===== config.mk =====
export PLATFORM = sky130hd
export DESIGN_NAME = mips_mc_control_fsm
export DESIGN_NICKNAME = d
export VERILOG_FILES = /design/src/rtl/mips_mc_control_fsm.sv
export SDC_FILE = /design/constraint.sdc
export NUM_CORES = 1
export LEC_CHECK = 0
export CORE_MARGIN = 8
export CORE_UTILIZATION = 28
export CTS_CLUSTER_SIZE = 20
export DETAILED_ROUTE_END_ITERATION = 12
export PLACE_DENSITY_LB_ADDON = 0.1
export SLEW_MARGIN = 10
export SYNTH_ARGS = -nofsm -noshare
export SYNTH_HDL_FRONTEND = slang
export SYNTH_SLANG_ARGS = --single-unit

===== constraint.sdc =====
create_clock -name clk -period 3.62 [get_ports clk]
set_input_delay 0.362 -clock clk [delete_from_list [all_inputs] [get_ports clk]]
set_output_delay 0.362 -clock clk [all_outputs]
set_load 0.01 [all_outputs]

===== src/rtl/mips_mc_control_fsm.sv =====
// ---------------------------------------------------------------------------
// mips_mc_control_fsm
//   Main control unit for the MIPS multi-cycle datapath. A Moore FSM steps
//   each instruction through fetch/decode/execute/memory/writeback and drives
//   all datapath selects and enables. Also holds the ALU decoder and the
//   PC-enable logic.
//
// Ports:
//   clk         in   rising-edge clock
//   reset       in   asynchronous active-high reset, forces FETCH
//   opcode[5:0] in   instr[31:26]
//   funct[5:0]  in   instr[5:0]
//   zero        in   ALU zero flag
//   iord        out  memory address select (0 = PC, 1 = ALUOut)
//   mem_write   out  data memory write enable
//   ir_write    out  instruction register load
//   reg_dst     out  write-register select (0 = rt, 1 = rd)
//   mem_to_reg  out  write-data select (0 = ALUOut, 1 = MDR)
//   reg_write   out  register file write enable
//   alu_src_a   out  0 = PC, 1 = A
//   alu_src_b   out  00 = B, 01 = 4, 10 = SignImm, 11 = SignImm<<2
//   alu_control out  ALU operation
//   pc_src      out  00 = ALUResult, 01 = ALUOut, 10 = jump target
//   pc_en       out  PC load enable
//   state[3:0]  out  current state encoding (debug)
// ---------------------------------------------------------------------------
module mips_mc_control_fsm (
    input  logic       clk,
    input  logic       reset,
    input  logic [5:0] opcode,
    input  logic [5:0] funct,
    input  logic       zero,
    output logic       iord,
    output logic       mem_write,
    output logic       ir_write,
    output logic       reg_dst,
    output logic       mem_to_reg,
    output logic       reg_write,
    output logic       alu_src_a,
    output logic [1:0] alu_src_b,
    output logic [2:0] alu_control,
    output logic [1:0] pc_src,
    output logic       pc_en,
    output logic [3:0] state
);

    typedef enum logic [3:0] {
        S_FETCH   = 4'd0,
        S_DECODE  = 4'd1,
        S_MEMADR  = 4'd2,
        S_MEMRD   = 4'd3,
        S_MEMWB   = 4'd4,
        S_MEMWR   = 4'd5,
        S_RTYPEEX = 4'd6,
        S_RTYPEWB = 4'd7,
        S_BEQEX   = 4'd8,
        S_ADDIEX  = 4'd9,
        S_ADDIWB  = 4'd10,
        S_JEX     = 4'd11
    } state_t;

    localparam logic [5:0] OP_LW    = 6'b100011;
    localparam logic [5:0] OP_SW    = 6'b101011;
    localparam logic [5:0] OP_RTYPE = 6'b000000;
    localparam logic [5:0] OP_BEQ   = 6'b000100;
    localparam logic [5:0] OP_ADDI  = 6'b001000;
    localparam logic [5:0] OP_J     = 6'b000010;

    state_t     r_state;
    state_t     w_next;
    logic [1:0] w_alu_op;
    logic       w_pc_write;
    logic       w_branch;

    always_ff @(posedge clk or posedge reset) begin
        if (reset) r_state <= S_FETCH;
        else       r_state <= w_next;
    end

    always_comb begin
        w_next     = S_FETCH;
        iord       = 1'b0;
        mem_write  = 1'b0;
        ir_write   = 1'b0;
        reg_dst    = 1'b0;
        mem_to_reg = 1'b0;
        reg_write  = 1'b0;
        alu_src_a  = 1'b0;
        alu_src_b  = 2'b00;
        pc_src     = 2'b00;
        w_alu_op   = 2'b00;
        w_pc_write = 1'b0;
        w_branch   = 1'b0;
        case (r_state)
            S_FETCH: begin
                w_next     = S_DECODE;
                ir_write   = 1'b1;
                w_pc_write = 1'b1;
                alu_src_b  = 2'b01;
            end
            S_DECODE: begin
                alu_src_b = 2'b11;
                case (opcode)
                    OP_LW, OP_SW: w_next = S_MEMADR;
                    OP_RTYPE:     w_next = S_RTYPEEX;
                    OP_BEQ:       w_next = S_BEQEX;
                    OP_ADDI:      w_next = S_ADDIEX;
                    OP_J:         w_next = S_JEX;
                    default:      w_next = S_FETCH;
                endcase
            end
            S_MEMADR: begin
                w_next    = (opcode == OP_SW) ? S_MEMWR : S_MEMRD;
                alu_src_a = 1'b1;
                alu_src_b = 2'b10;
            end
            S_MEMRD: begin
                w_next = S_MEMWB;
                iord   = 1'b1;
            end
            S_MEMWB: begin
                reg_write  = 1'b1;
                mem_to_reg = 1'b1;
            end
            S_MEMWR: begin
                iord      = 1'b1;
                mem_write = 1'b1;
            end
            S_RTYPEEX: begin
                w_next    = S_RTYPEWB;
                alu_src_a = 1'b1;
                w_alu_op  = 2'b10;
            end
            S_RTYPEWB: begin
                reg_write = 1'b1;
                reg_dst   = 1'b1;
            end
            S_BEQEX: begin
                alu_src_a = 1'b1;
                w_alu_op  = 2'b01;
                w_branch  = 1'b1;
                pc_src    = 2'b01;
            end
            S_ADDIEX: begin
                w_next    = S_ADDIWB;
                alu_src_a = 1'b1;
                alu_src_b = 2'b10;
            end
            S_ADDIWB: begin
                reg_write = 1'b1;
            end
            S_JEX: begin
                w_pc_write = 1'b1;
                pc_src     = 2'b10;
            end
            default: w_next = S_FETCH;
        endcase
    end

    // ALU decoder
    always_comb begin
        alu_control = 3'b010;
        case (w_alu_op)
            2'b01: alu_control = 3'b110;
            2'b10: begin
                case (funct)
                    6'b100000: alu_control = 3'b010;
                    6'b100010: alu_control = 3'b110;
                    6'b100100: alu_control = 3'b000;
                    6'b100101: alu_control = 3'b001;
                    6'b101010: alu_control = 3'b111;
                    default:   alu_control = 3'b010;
                endcase
            end
            default: alu_control = 3'b010;
        endcase
    end

    // zero feeds pc_en combinationally so a taken beq loads in BEQEX itself
    assign pc_en = w_pc_write | (w_branch & zero);
    assign state = r_state;

endmodule


==> metrics.md, run 1 <==
| Metric | Value |
|---|---|
| HP Class | `input pin to async pin` |
| Pre-Repair DR Iteration Count | `4` |
| Mean post-synth cell area | `around 7.4 um2` |
| Syn Nets | `between 90 and 100` |
| Area Growth Syn to Fin | `67.6%` |
| Drt total wl | `between 1500 and 2000 um` |
| Slew margin rel. | `70.1%` |
| Synth top area share | `between 10% and 20%` |
| DP HPWL | `between 1000 and 1500 um` |
| Core Box Area | `~1900 um2` |
| CP required | `roughly 3300 ps` |
| Placement Cell Area | `slightly below 900 um2` |
| Cts hold-fix bufs | `0` |
| Final Skew | `2.04 ps` |
| Leakage | `roughly 0.34 nW` |
| Die Width | `60.1 um` |
| Number of global-route vias before repair | `~600` |
| Max-slew violations | `0` |
| Setup TNS | `0 ps` |
| CP arrival | `between 2000 and 3000 ps` |
| Nets | `roughly 130` |
| Startpoint types | `flip-flop` |
| Drt wl/cell | `roughly 13 um` |
| GRT Total Usage | `under 10%` |
| RSZ-0062 raised after global routing | `false` |
| CTS clk-pin slew, worst paths | `~40 ps` |
| DR iter-0 viols | `12` |
| Initial antenna violation count | `0` |
| Rows | `16` |
| Overflow after GRT | `0` |
| Synthesis warning total | `0` |
| CTS buffer count | `3` |
| I/O Buffers | `33` |
| # clock sinks | `4` |
| Max Fclk | `roughly 330 MHz` |
| Synth cell types | `34` |
| Hold WS | `about 310 ps` |
| IO Count | `34` |
| Post-route ant nets | `0` |
| Die Height | `around 60 um` |
| Global-route wire length before repair | `approximately 2600 um` |
| Placer congestion estimate | `about 0.77` |
| Initial Util | `around 29%` |
| Die ar. | `~3600 um2` |
| Cell Chain, Critical Path | `nand2b_1 -> or3_1 -> ha_1 -> nand4b_1 -> o21ai_0 -> clkdlybuf4s50_1` |
| Root Buffer | `clkbuf_4` |
| Worst stage delay on the critical path | `600 ps` |
| Vias/cell | `between 4 and 5` |
| Synth Instances | `74` |
| Setup bufs post-CTS | `0` |
| Number of synthesized flops with an enable pin | `0` |
| CP max stage cell | `dfrtp_1` |
| Clk buf depth | `2` |
| Fraction of layout cells with a size suffix above 1 | `under 10%` |
| Synth area leader | `dfrtp_1` |
| Largest net degree at the start of global routing | `16` |
| Max VDD drop | `approximately 380 uV` |
| CTS tree | `built` |
| Most used DFF post-synth | `dfrtp_1` |
| Max-cap violations | `0` |
| Crit. End Element | `output pin` |
| Tcrit/Tclk final | `83.4%` |
| Synthesized flop and latch total | `4` |
| Crit-path max FO | `14` |
| WP buf/inv | `1` |
| Power Density | `495 nW/um2` |
| Number of flip-flops in the largest register | `4` |
| Outcome | `finished clean` |
| Top cells by area, synth | `dfrtp_1 18%, ha_1 6.9%, inv_1 4.8%` |
| H-Tree Depth | `1` |
| Post-CTS Resized | `0` |
| Least-Margin Pin Slew | `roughly 450 ps` |
| Kind of critical path | `flip-flop to output pin` |
| Clk_lat worst skew | `230 ps` |
| Finished Cell Area | `~910 um2` |
| Register area share after synthesis | `18.4%` |
| Hold Vio Cnt, Final | `0` |
| DR vias | `640` |
| DRC | `0` |
| Cell area after synthesis | `roughly 540 um2` |
| Top post-synthesis cells by count | `7 x inv_1, 7 x nor2_1, 5 x nand2_1` |
| Final min period | `roughly 3000 ps` |
| Antenna Cells | `0` |
| Crit path max-delay family | `simple AND/OR/NAND/NOR gates` |
| FFs w/ async S/R, synth | `100%` |
| Endpoints failing setup | `0` |
==> power by group <==
part | switching (W) | internal [W] | leakage (nW)
registers | 0.0000493 | 0.0000572 | 0.0530
clock network | 0.0000184 | 0.0000371 | 0.0138
logic | 0.000119 | 0.000170 | 0.277
==> layout make-up <==
| type | count | area [um2] |
|---|---|---|
| tap | 27 | 33.8 |
| inverter | 7 | 26.3 |
| sequential | 4 | 100 |
| clock buffer | 3 | 22.5 |
| fill | 199 | 990 |
| multi-input combinational | 58 | 399 |
| timing repair buffer | 33 | 330 |
==> worst register-to-register path, cell delays in order, from the launching register on <==
cell and delay [ps]:
dfrtp_1 610, nor3b_1 390, o211ai_1 150, o211ai_1 120
==> cell families (layout without fill, tap and decap cells) <==
kind of cell	after synthesis	count (layout)	share of synthesized area [%]
and+or+nand+nor	34	34	36.8
AOI/OAI and AO/OA	17	17	22.8
buffers and inverters	12	43	8.28
DFF	4	4	18.4
adders and majority gates	3	3	6.90
xor gates and xnor gates	3	3	4.83
muxes	1	1	2.07
==> per-stage QoR <==
stage / worst slack [ps] / power, W / instances / utilization [%]
2_1_floorplan: 1310 / 0.000241 / 74 / -
3_3_place_gp: 924 / 0.000399 / 129 / 46.8
3_5_place_dp: 844 / 0.000400 / 129 / 46.8
4_1_cts: 590 / 0.000458 / 132 / 48.0
5_1_grt: 378 / 0.000487 / 132 / 48.0
6_report: 602 / 0.000451 / 132 / 48.0
==> per-layer routing <==
metal  up-vias  GRT usage, %  share of wire [%]
met1       280          10.5                 45
met3         2          4.73                 11
met4         0          3.06               0.76
met2        26          15.2                 44
li1        332             -                  -
met5         -             0                  0
==> path summary, 6_finish.rpt <==
check                                   start                  to  slack, ps  depth (start not counted)
max                        state[2]$_DFF_PP0_      alu_control[2]        600                          6
min                                     reset  state[0]$_DFF_PP0_        310                          2
max reg2reg                state[0]$_DFF_PP0_  state[1]$_DFF_PP0_       2270                          3
min reg2reg                state[3]$_DFF_PP0_  state[0]$_DFF_PP0_        660                          1
max in group asynchronous               reset  state[3]$_DFF_PP0_       3150                          2
min in group clk           state[3]$_DFF_PP0_  state[0]$_DFF_PP0_        660                          1
==> cells in the final DEF (no fill, tap or decap), types with 2 or more instances in the layout <==
cell type,count
dfrtp_1,4
a21oi_1,3
ha_1,3
clkdlybuf4s50_1,33
o21ai_0,4
nand2b_1,4
or3_1,2
o211ai_1,2
nor3_1,4
clkbuf_4,3
nor2_1,7
inv_1,7
nor3b_1,3
xor2_1,2
nand2_1,5
(Power assumes the default switching activity.)
==> run 2: changes to the inputs <==
==> constraint.sdc (replaced) <==
create_clock -name clk -period 2.9 [get_ports clk]
set_input_delay 0.29 -clock clk [delete_from_list [all_inputs] [get_ports clk]]
set_output_delay 0.29 -clock clk [all_outputs]
set_load 0.01 [all_outputs]
==> run 2 against run 1 <==
Net effect: cell count increased by 2.3%; clock skew increased by 1.4 ps; global-route usage increased by 0.57 points; combinational power increased by 35%; register-to-register slack got worse by 740 ps; hold slack got worse by 74 ps; wire length increased by 4.2%; highest routed layer unchanged.
==> metrics.md, run 2 (synthesis gave the netlist of run 1 again) <==
| Metric | Value |
|---|---|
| Outcome | `finished clean` |
| Switching share of total power | `40.7% (-0.71 points)` |
| Drt total wl | `1770 um (+4.2%)` |
| Clk_lat worst skew | `230 ps (about the same)` |
| Comb pwr share | `67.6% (+3.5 points)` |
| Fraction of layout cells with a size suffix above 1 | `12.0% (+3.5 points)` |
| Startpoint types | `flip-flop` |
| CP arrival | `2440 ps (-220 ps)` |
| Placer congestion estimate | `0.786 (+1.5%)` |
| IO Count | `34 (unchanged)` |
| Power Density | `616 nW/um2 (+25%)` |
| DRC | `0 (unchanged)` |
| Seq pwr share | `20.6% (-3.0 points)` |
| Hold WS | `237 ps (-74.0 ps)` |
| Nets | `128 (+2.4%)` |
| FILL cells | `195 (-2.0%)` |
| Antenna Cells | `0 (unchanged)` |
| Area Growth Syn to Fin | `72.0%` |
| Tcrit/Tclk final | `roughly 94%` |
| DR vias | `657 (+2.7%)` |
| Endpoints failing setup | `0 (unchanged)` |
| Drt wl/cell | `13.1 um (+1.9%)` |
| Crit-path max FO | `15 (+1)` |
| Least-Margin Pin Slew | `457 ps (+7.67 ps)` |
| GRT Total Usage | `10.0% (+0.57 points)` |
| Number of global-route vias before repair | `644 (+5.6%)` |
| Die Width | `60.1 um (unchanged)` |
| Hold Vio Cnt, Final | `0 (unchanged)` |
| Crit. End Element | `output pin` |
| Final Skew | `3.46 ps (+1.42 ps)` |
| DP HPWL | `1450 um (+3.7%)` |
| I/O Buffers | `33 (unchanged)` |
| Max Fclk | `~370 MHz` |
| HP Class | `input pin to async pin` |
| DR iter-0 viols | `19 (+7)` |
| Max-slew violations | `0 (unchanged)` |
| Number of flip-flops in the largest register | `4 (unchanged)` |
| CTS clk-pin slew, worst paths | `40 ps (about the same)` |
| CP required | `2610 ps (-650 ps)` |
| # clock sinks | `4 (unchanged)` |
| Largest net degree at the start of global routing | `16 (unchanged)` |
| Clk buf depth | `2 (unchanged)` |
| H-Tree Depth | `1 (unchanged)` |
| Initial antenna violation count | `0 (unchanged)` |
| Kind of critical path | `flip-flop to output pin` |
| Max-cap violations | `0 (unchanged)` |
| Max VDD drop | `626 uV (+67%)` |
| Initial Util | `28.6% (unchanged)` |
| Die Height | `60.1 um (unchanged)` |
| Core Box Area | `1900 um2 (unchanged)` |
| Global-route wire length before repair | `2850 um (+7.8%)` |
| Internal Dissipation | `0.000342 W (+29%)` |
| Commonest non-fill, non-tap cells in the layout | `33 x clkdlybuf4s50_1, 7 x inv_1, 7 x nor2_1, 5 x nand2_1` |
| Sw power | `0.000235 W (+26%)` |
| Root Buffer | `clkbuf_4` |
| Commonest non-fill, non-tap cell in the layout | `clkdlybuf4s50_1` |
| RSZ-0062 raised after global routing | `false` |
| CTS tree | `built` |
| Slew margin rel. | `69.6% (-0.51 points)` |
| Overflow after GRT | `0 (unchanged)` |
| Rows | `16 (unchanged)` |
| Die ar. | `3610 um2 (unchanged)` |
| CTS buffer count | `3 (unchanged)` |
| Leakage | `0.358 nW (+4.2%)` |
| Setup TNS | `0 ps (unchanged)` |
| Post-route ant nets | `0 (unchanged)` |
| Final min period | `2730 ps` |
| Pre-Repair DR Iteration Count | `4 (unchanged)` |
| Vias/cell | `4.87 (+0.37%)` |
| Setup bufs post-CTS | `0 (unchanged)` |
| Power share of the clock group | `11.7% (-0.6 points)` |
| Cts hold-fix bufs | `0 (unchanged)` |
## run 2: cell count changes in the layout (fill, tap and decap cells not counted)
cell / delta
buf_4: +3
dfrtp_1: -1
dfrtp_2: +1
## run 2: power by group through the flow
stage | sequential (W) | clock, W | combinational, W
2_1_floorplan | 0.0000959 | 0 | 0.000204
3_3_place_gp | 0.000116 | 0 | 0.000394
3_5_place_dp | 0.000118 | 0 | 0.000395
4_1_cts | 0.000118 | 0.0000701 | 0.000396
5_1_grt | 0.000125 | 0.0000755 | 0.000423
6_report | 0.000119 | 0.0000676 | 0.000390
## run 2: final cells by class
cell class | count | area, um2 | area share [%]
Multi-Input combinational cell | 58 | 399 | 42.6
Timing Repair Buffer | 36 | 353 | 37.7
Sequential cell | 4 | 101 | 10.8
Tap cell | 27 | 33.8 | 3.61
Inverter | 7 | 26.3 | 2.81
Clock buffer | 3 | 22.5 | 2.41
## run 2: metal layers
metal | vias up | routed length, um | GRT usage, %
li1 | 340 | - | -
met1 | 288 | 800 | 11.5
met2 | 27 | 773 | 16.2
met3 | 2 | 186 | 4.52
met4 | 0 | 12 | 3.06
met5 | - | 0 | 0
## run 2: repair_timing
| item | CTS | global route |
|---|---|---|
| setup endpoints to repair | 0 | 2 |
| hold endpoints to repair | 0 | 0 |
| gates resized for setup | 0 | 1 |
## run 2: stage by stage
step | std cells | cell area (um2) | util (%) | total power (W) | setup WS (ps)
final | 135 | 936 | 49.2 | 0.000577 | 174
after global routing | 135 | 936 | 49.2 | 0.000624 | 13.7
after CTS | 135 | 935 | 49.1 | 0.000584 | 113
after detailed placement | 132 | 912 | 48.0 | 0.000513 | 365
after global placement | 132 | 912 | 48.0 | 0.000510 | 441
after floorplan | 74 | 544 | - | 0.000300 | 660
## run 2: path summary, 6_finish.rpt
kind / slack, ps / depth (start not counted) / startpoint / to
worst max-delay path: 170 / 5 / state[0]$_DFF_PP0_ / alu_control[2]
worst min-delay path: 240 / 2 / reset / state[0]$_DFF_PP0_
worst max register to register: 1530 / 3 / state[0]$_DFF_PP0_ / state[1]$_DFF_PP0_
worst min register to register: 580 / 1 / state[2]$_DFF_PP0_ / state[0]$_DFF_PP0_
max in group asynchronous: 2500 / 2 / reset / state[2]$_DFF_PP0_
min in group clk: 580 / 1 / state[2]$_DFF_PP0_ / state[0]$_DFF_PP0_
## run 2: critical path: stages, from the launching register on
cell,delay [ps]
dfrtp_1,530
or3_1,490
ha_1,330
nand4b_1,120
o21ai_0,170
clkdlybuf4s50_1,560
==> run 3: changes to the inputs <==
--- a/config.mk
+++ b/config.mk
@@ -5,6 +5,7 @@
 export SDC_FILE = /design/constraint.sdc
 export NUM_CORES = 1
 export LEC_CHECK = 0
+export CORE_ASPECT_RATIO = 0.9
 export CORE_MARGIN = 8
 export CORE_UTILIZATION = 28
 export CTS_CLUSTER_SIZE = 20
==> run 3 against run 2 <==
Net effect: via count is 3.8% higher; total power is 3.2% higher; non-clock buffer count is 1 higher; cell count is 0.74% lower; count of clock-buffer cells in the layout stayed put.
==> metrics.md, run 3 (synthesis gave the netlist of run 1 again) <==
| Metric | Value |
|---|---|
| CTS buffer count | `3 (unchanged)` |
| Max-cap violations | `0 (unchanged)` |
| Initial antenna violation count | `0 (unchanged)` |
| Worst r2r src | `state[0]$_DFF_PP0_` |
| HP Class | `input pin to async pin` |
| DP HPWL | `1450 um (+0.21%)` |
| Crit-path max FO | `6 (-9)` |
| Core Box Area | `1880 um2 (-1.3%)` |
| Commonest non-fill, non-tap cells in the layout | `33 x clkdlybuf4s50_1, 7 x inv_1, 7 x nor2_1, 5 x nand2_1` |
| Outcome | `finished clean` |
| Largest net degree at the start of global routing | `14 (-2)` |
| IO Count | `34 (unchanged)` |
| Setup TNS | `0 ps (unchanged)` |
| DR vias | `682 (+3.8%)` |
| Post-route ant nets | `0 (unchanged)` |
| Placement Cell Area | `917 um2 (+0.55%)` |
| Slew margin rel. | `75.7% (+6.1 points)` |
| Clk_lat worst skew | `240 ps (about the same)` |
| Fraction of layout cells with a size suffix above 1 | `11.9% (-0.11 points)` |
| Placed insts | `131 (-0.76%)` |
| CP required | `2610 ps (about the same)` |
| Placer congestion estimate | `0.831 (+5.8%)` |
| Max Fclk | `372 MHz (+1.5%)` |
| Initial Util | `29.0% (+0.38 points)` |
| Hold WS | `232 ps (-4.42 ps)` |
| DR iter-0 viols | `32 (+13)` |
| Leakage | `0.365 nW (+1.8%)` |
| Kind of critical path | `flip-flop to output pin` |
| Final min period | `2690 ps (-39.5 ps)` |
| Die Height | `57.8 um (-3.8%)` |
| Finished Layout Cells | `134 (-0.74%)` |
| Finished Cell Area | `940 um2 (+0.40%)` |
| Startpoint types | `flip-flop` |
| Endpoints failing setup | `0 (unchanged)` |
| Least-Margin Pin Slew | `364 ps (-92.5 ps)` |
| CP max stage cell | `clkdlybuf4s50_1` |
| Die Width | `62.5 um (+4.0%)` |
| # clock sinks | `4 (unchanged)` |
| Max VDD drop | `388 uV (-38%)` |
| Cts hold-fix bufs | `0 (unchanged)` |
| CP arrival | `2400 ps (-40 ps)` |
| CTS tree | `built` |
| Drt total wl | `1840 um (+3.7%)` |
| Global-route wire length before repair | `3030 um (+6.3%)` |
| WP buf/inv | `1 (unchanged)` |
| Number of flip-flops in the largest register | `4 (unchanged)` |
| CTS clk-pin slew, worst paths | `40 ps (about the same)` |
| Pwr Total | `0.000595 W (+3.2%)` |
| Crit path max-delay family | `simple AND/OR/NAND/NOR gates` |
| Power Density | `633 nW/um2 (+2.7%)` |
| DRC | `0 (unchanged)` |
| Pre-Repair DR Iteration Count | `4 (unchanged)` |
| Tcrit/Tclk final | `92.6% (-1.4 points)` |
| Worst Setup SP | `state[3]$_DFF_PP0_` |
| H-Tree Depth | `1 (unchanged)` |
| Cell Chain, Critical Path | `nand2b_1 -> or3_1 -> ha_1 -> nand4b_1 -> o21ai_0 -> clkdlybuf4s50_1` |
| Die ar. | `3610 um2 (about the same)` |
| R2r setup slk | `1580 ps (+50 ps)` |
| Rows | `15 (-1)` |
| Root Buffer | `clkbuf_4` |
| Antenna Cells | `0 (unchanged)` |
| RSZ-0062 raised after global routing | `false` |
| Crit. End Element | `output pin` |
| Hold Vio Cnt, Final | `0 (unchanged)` |
| Setup bufs post-CTS | `0 (unchanged)` |
| Area Growth Syn to Fin | `72.6%` |
| Post-CTS Resized | `0 (unchanged)` |
| GRT Total Usage | `10.0% (about the same)` |
| Final Skew | `3.09 ps (-0.368 ps)` |
| Number of global-route vias before repair | `679 (+5.4%)` |
| Max-slew violations | `0 (unchanged)` |
| Clk buf depth | `2 (unchanged)` |
| Commonest non-fill, non-tap cell in the layout | `clkdlybuf4s50_1` |
| Drt wl/cell | `13.7 um (+4.4%)` |
| Nets | `129 (+0.78%)` |
| Vias/cell | `5.09 (+4.6%)` |
| I/O Buffers | `33 (unchanged)` |
| Overflow after GRT | `0 (unchanged)` |
| Worst stage delay on the critical path | `560 ps (about the same)` |
==> run 3: metrics by stage <==
step                util (%)  setup WS (ps)
floorplan                  -            660
global placement        48.9            520
detailed placement      48.9            469
CTS                     50.1            204
global route            50.1           12.9
finish                  50.1            214
==> run 3: final timing paths <==
path	depth (start not counted)	end
max	6	alu_control[2]
min	2	state[1]$_DFF_PP0_
max reg2reg	4	state[1]$_DFF_PP0_
min reg2reg	2	state[0]$_DFF_PP0_
max in group asynchronous	2	state[3]$_DFF_PP0_
min in group clk	2	state[0]$_DFF_PP0_
==> run 3: final cells by class <==
class                           count  area, um2
Fill cell                         205        937
Inverter                            7       26.3
Clock buffer                        3       22.5
Tap cell                           25       31.3
Timing Repair Buffer               37        360
Multi-Input combinational cell     58        399
Sequential cell                     4        100
==> run 3: layer usage <==
| metal | wire [um] | global-route usage [%] |
|---|---|---|
| met1 | 802 | 11.1 |
| met2 | 858 | 16.7 |
| met3 | 160 | 4.42 |
| met4 | 16 | 3.90 |
| met5 | 0 | 0 |
==> run 3: where the power goes <==
group	internal (W)	total, W	leakage (nW)	switching (W)
clock network	0.0000463	0.0000698	0.0138	0.0000235
registers	0.0000723	0.0000837	0.0530	0.0000114
logic	0.000234	0.000442	0.298	0.000208
==> run 3: worst reg2reg max path: stages (launching register included) <==
cell and delay (ps):
dfrtp_1 370, buf_4 210, nor3b_1 360, o211ai_1 160, o211ai_1 140
==> RTL change: new RTL, config.mk and constraints of run 2 <==
Register the inputs `opcode`, `funct` and `zero` before use. The logic sees them one clock later. Comments in the files are not updated.
--- a/src/rtl/mips_mc_control_fsm.sv
+++ b/src/rtl/mips_mc_control_fsm.sv
@@ -68,2 +68,12 @@
 
+    logic [5:0] opcode_q;
+    logic [5:0] funct_q;
+    logic zero_q;
+
+    always_ff @(posedge clk) begin
+        opcode_q <= opcode;
+        funct_q  <= funct;
+        zero_q   <= zero;
+    end
+
     state_t     r_state;
@@ -102,3 +112,3 @@
                 alu_src_b = 2'b11;
-                case (opcode)
+                case (opcode_q)
                     OP_LW, OP_SW: w_next = S_MEMADR;
@@ -112,3 +122,3 @@
             S_MEMADR: begin
-                w_next    = (opcode == OP_SW) ? S_MEMWR : S_MEMRD;
+                w_next    = (opcode_q == OP_SW) ? S_MEMWR : S_MEMRD;
                 alu_src_a = 1'b1;
@@ -165,3 +175,3 @@
             2'b10: begin
-                case (funct)
+                case (funct_q)
                     6'b100000: alu_control = 3'b010;
@@ -179,3 +189,3 @@
     // zero feeds pc_en combinationally so a taken beq loads in BEQEX itself
-    assign pc_en = w_pc_write | (w_branch & zero);
+    assign pc_en = w_pc_write | (w_branch & zero_q);
     assign state = r_state;
Check against the original RTL: not equivalent (a bounded check fails within 4 cycles, from zero or initial values and one cycle with reset high).
==> RTL change against run 2 <==
Sequential power up 140%; count of clock-buffer cells in the layout unchanged; core utilization down 5.4 points; design area up 27%; total power up 47%; wire length up 7.2%; synthesized area up 44%; sequential cell count up 13; setup slack better by 1.7 ps; clock skew up 1.9 ps; critical endpoint is now alu_control[0]; highest routed layer unchanged.
==> RTL change: results (changes against run 2) <==
| Metric | Value |
|---|---|
| Vias/cell | 4.73 (-2.9%) |
| WL per Instance | 12.4 um (-5.4%) |
| DRT iter0 DRCs | 40 (+21) |
| Clock slew at reported path FFs | 90 ps (+50 ps) |
| Routed wire length | 1900 um (+7.2%) |
| Area taken by multi-input logic gates | 390 sq um (-2.2%) |
| NonClk Buf Share | 29.7% (-8.0 points) |
| Maximum VDD drop | 0.408 mV (-35%) |
| GR Layer Usage met3 | 2.10% (-2.4 points) |
| Clock-cell share | 2.32% (-0.086 points) |
| Routing usage on met2 | 12.8% (-3.4 points) |
| Largest net degree at the start of global routing | 17 (+1) |
| Clk root buf | clkbuf_4 |
| Async set-or-reset flop fraction in the synthesized netlist | 23.5% (-76 points) |
| Met2 wire length | 874 um (+13%) |
| Setup Fix Bufs, Post-CTS | 0 (unchanged) |
| Nonclk buf count | 36 (unchanged) |
| CP max stage delay | 560 ps (about the same) |
| Nonclk inv count | 4 (-3) |
| Vias in the first global route | 699 (+8.5%) |
| Layout cells sized above 1 | 9.02% (-3.0 points) |
| PwrDens | 715 mW/mm^2 (+16%) |
| Avg Synthesized Cell Area | 9.02 sq um (+23%) |
| Fillers | 282 (+45%) |
| CTS sink cnt | 17 (+13) |
| Final setup TNS | 0 ps (unchanged) |
| Leak | 0.442 nW (+23%) |
| HP Class | input pin to async pin |
| Main synth FF type | dfxtp_1 |
| DR WL met3 | 151 um (-19%) |
| Final weighted congestion in routability-driven placement | 0.767 (-2.4%) |
| Wire length on met1 | 845 um (+5.6%) |
| DP Cell Count | 149 (+13%) |
| Initial antenna violation count | 0 (unchanged) |
| Post-synth EDFFs | 0 (unchanged) |
| Area contributors post-synth | dfxtp_1 33%, dfrtp_1 13%, nor3_1 4.5% |
| Placed Area | 0.00116 sq mm (+27%) |
| First-pass GRT wire length | 3000 um (+5.3%) |
| # rows | 19 (+3) |
| GR Util All Layers | 8.22% (-1.8 points) |
| Status | finished clean |
| Setup crit start | state[3] |
| Clock Tree Buf Depth | 2 (unchanged) |
| Final net count | 140 (+9.4%) |
| List of most frequent post-synthesis cells | 13 x dfxtp_1, 7 x nor2_1, 7 x nor3_1, 6 x nand2_1, 5 x clkbuf_1 |
| CP max FO | 11 (-4) |
| Clock insertion delay at the later pin of the skew report | 290 ps (+60 ps) |
| Layout Skew | 5.34 ps (+1.88 ps) |
| Mapped Nets | 104 (+13%) |
| Multi-input comb cells | 61 (+5.2%) |
| Netlist cell types | 33 (-2.9%) |
| Seq/total area | 30.5% (+20 points) |
| Grt met1 use | 10.1% (-1.3 points) |
| Setup WS pre-CTS | 450 ps (+84.6 ps) |
| R2R Path Start | state[2] |
| Worst Tran Pin Value | 324 ps (-133 ps) |
| Worst-path cell with the longest stage delay | clkdlybuf4s50_1 |
| Sequential area share after synthesis | 45.9% (+28 points) |
| Detail Placement HPWL | 1540 um (+6.5%) |
| CP delay by family, top | buffers and inverters |
==> RTL change: cell types whose count changed after synthesis, sizes merged, moves of 2 or more <==
cell,before,now
dfxtp,0,13
nor3,4,7
inv,7,4
nand4,0,2
==> RTL change: kinds of logic (layout without fill, tap and decap cells) <==
kind of cell             count (synthesis)  count (layout)  synth area share, %
AO/OA/AOI/OAI                           14              14                 13.1
buffers and inverters                    9              44                 4.31
flip-flops                              17              17                 45.9
XOR/XNOR                                 4               4                 4.47
AND/OR/NAND/NOR                         41              41                 29.0
adder cells (fa/ha/maj)                  2               2                 3.19
==> RTL change: final timing paths <==
kind                                   to  slack [ps]  depth (start not counted)
max                        alu_control[0]         180                          6
min                              state[0]         180                          2
max reg2reg                      state[2]        1210                          4
min reg2reg                      state[0]         560                          1
max in group asynchronous        state[3]        2560                          2
min in group clk              opcode_q[1]         430                          1
==> RTL change: power by group <==
group,internal (mW),switching [mW],total [mW]
combinational,0.233,0.208,0.442
sequential,0.261,0.0248,0.286
clock,0.0513,0.0689,0.120
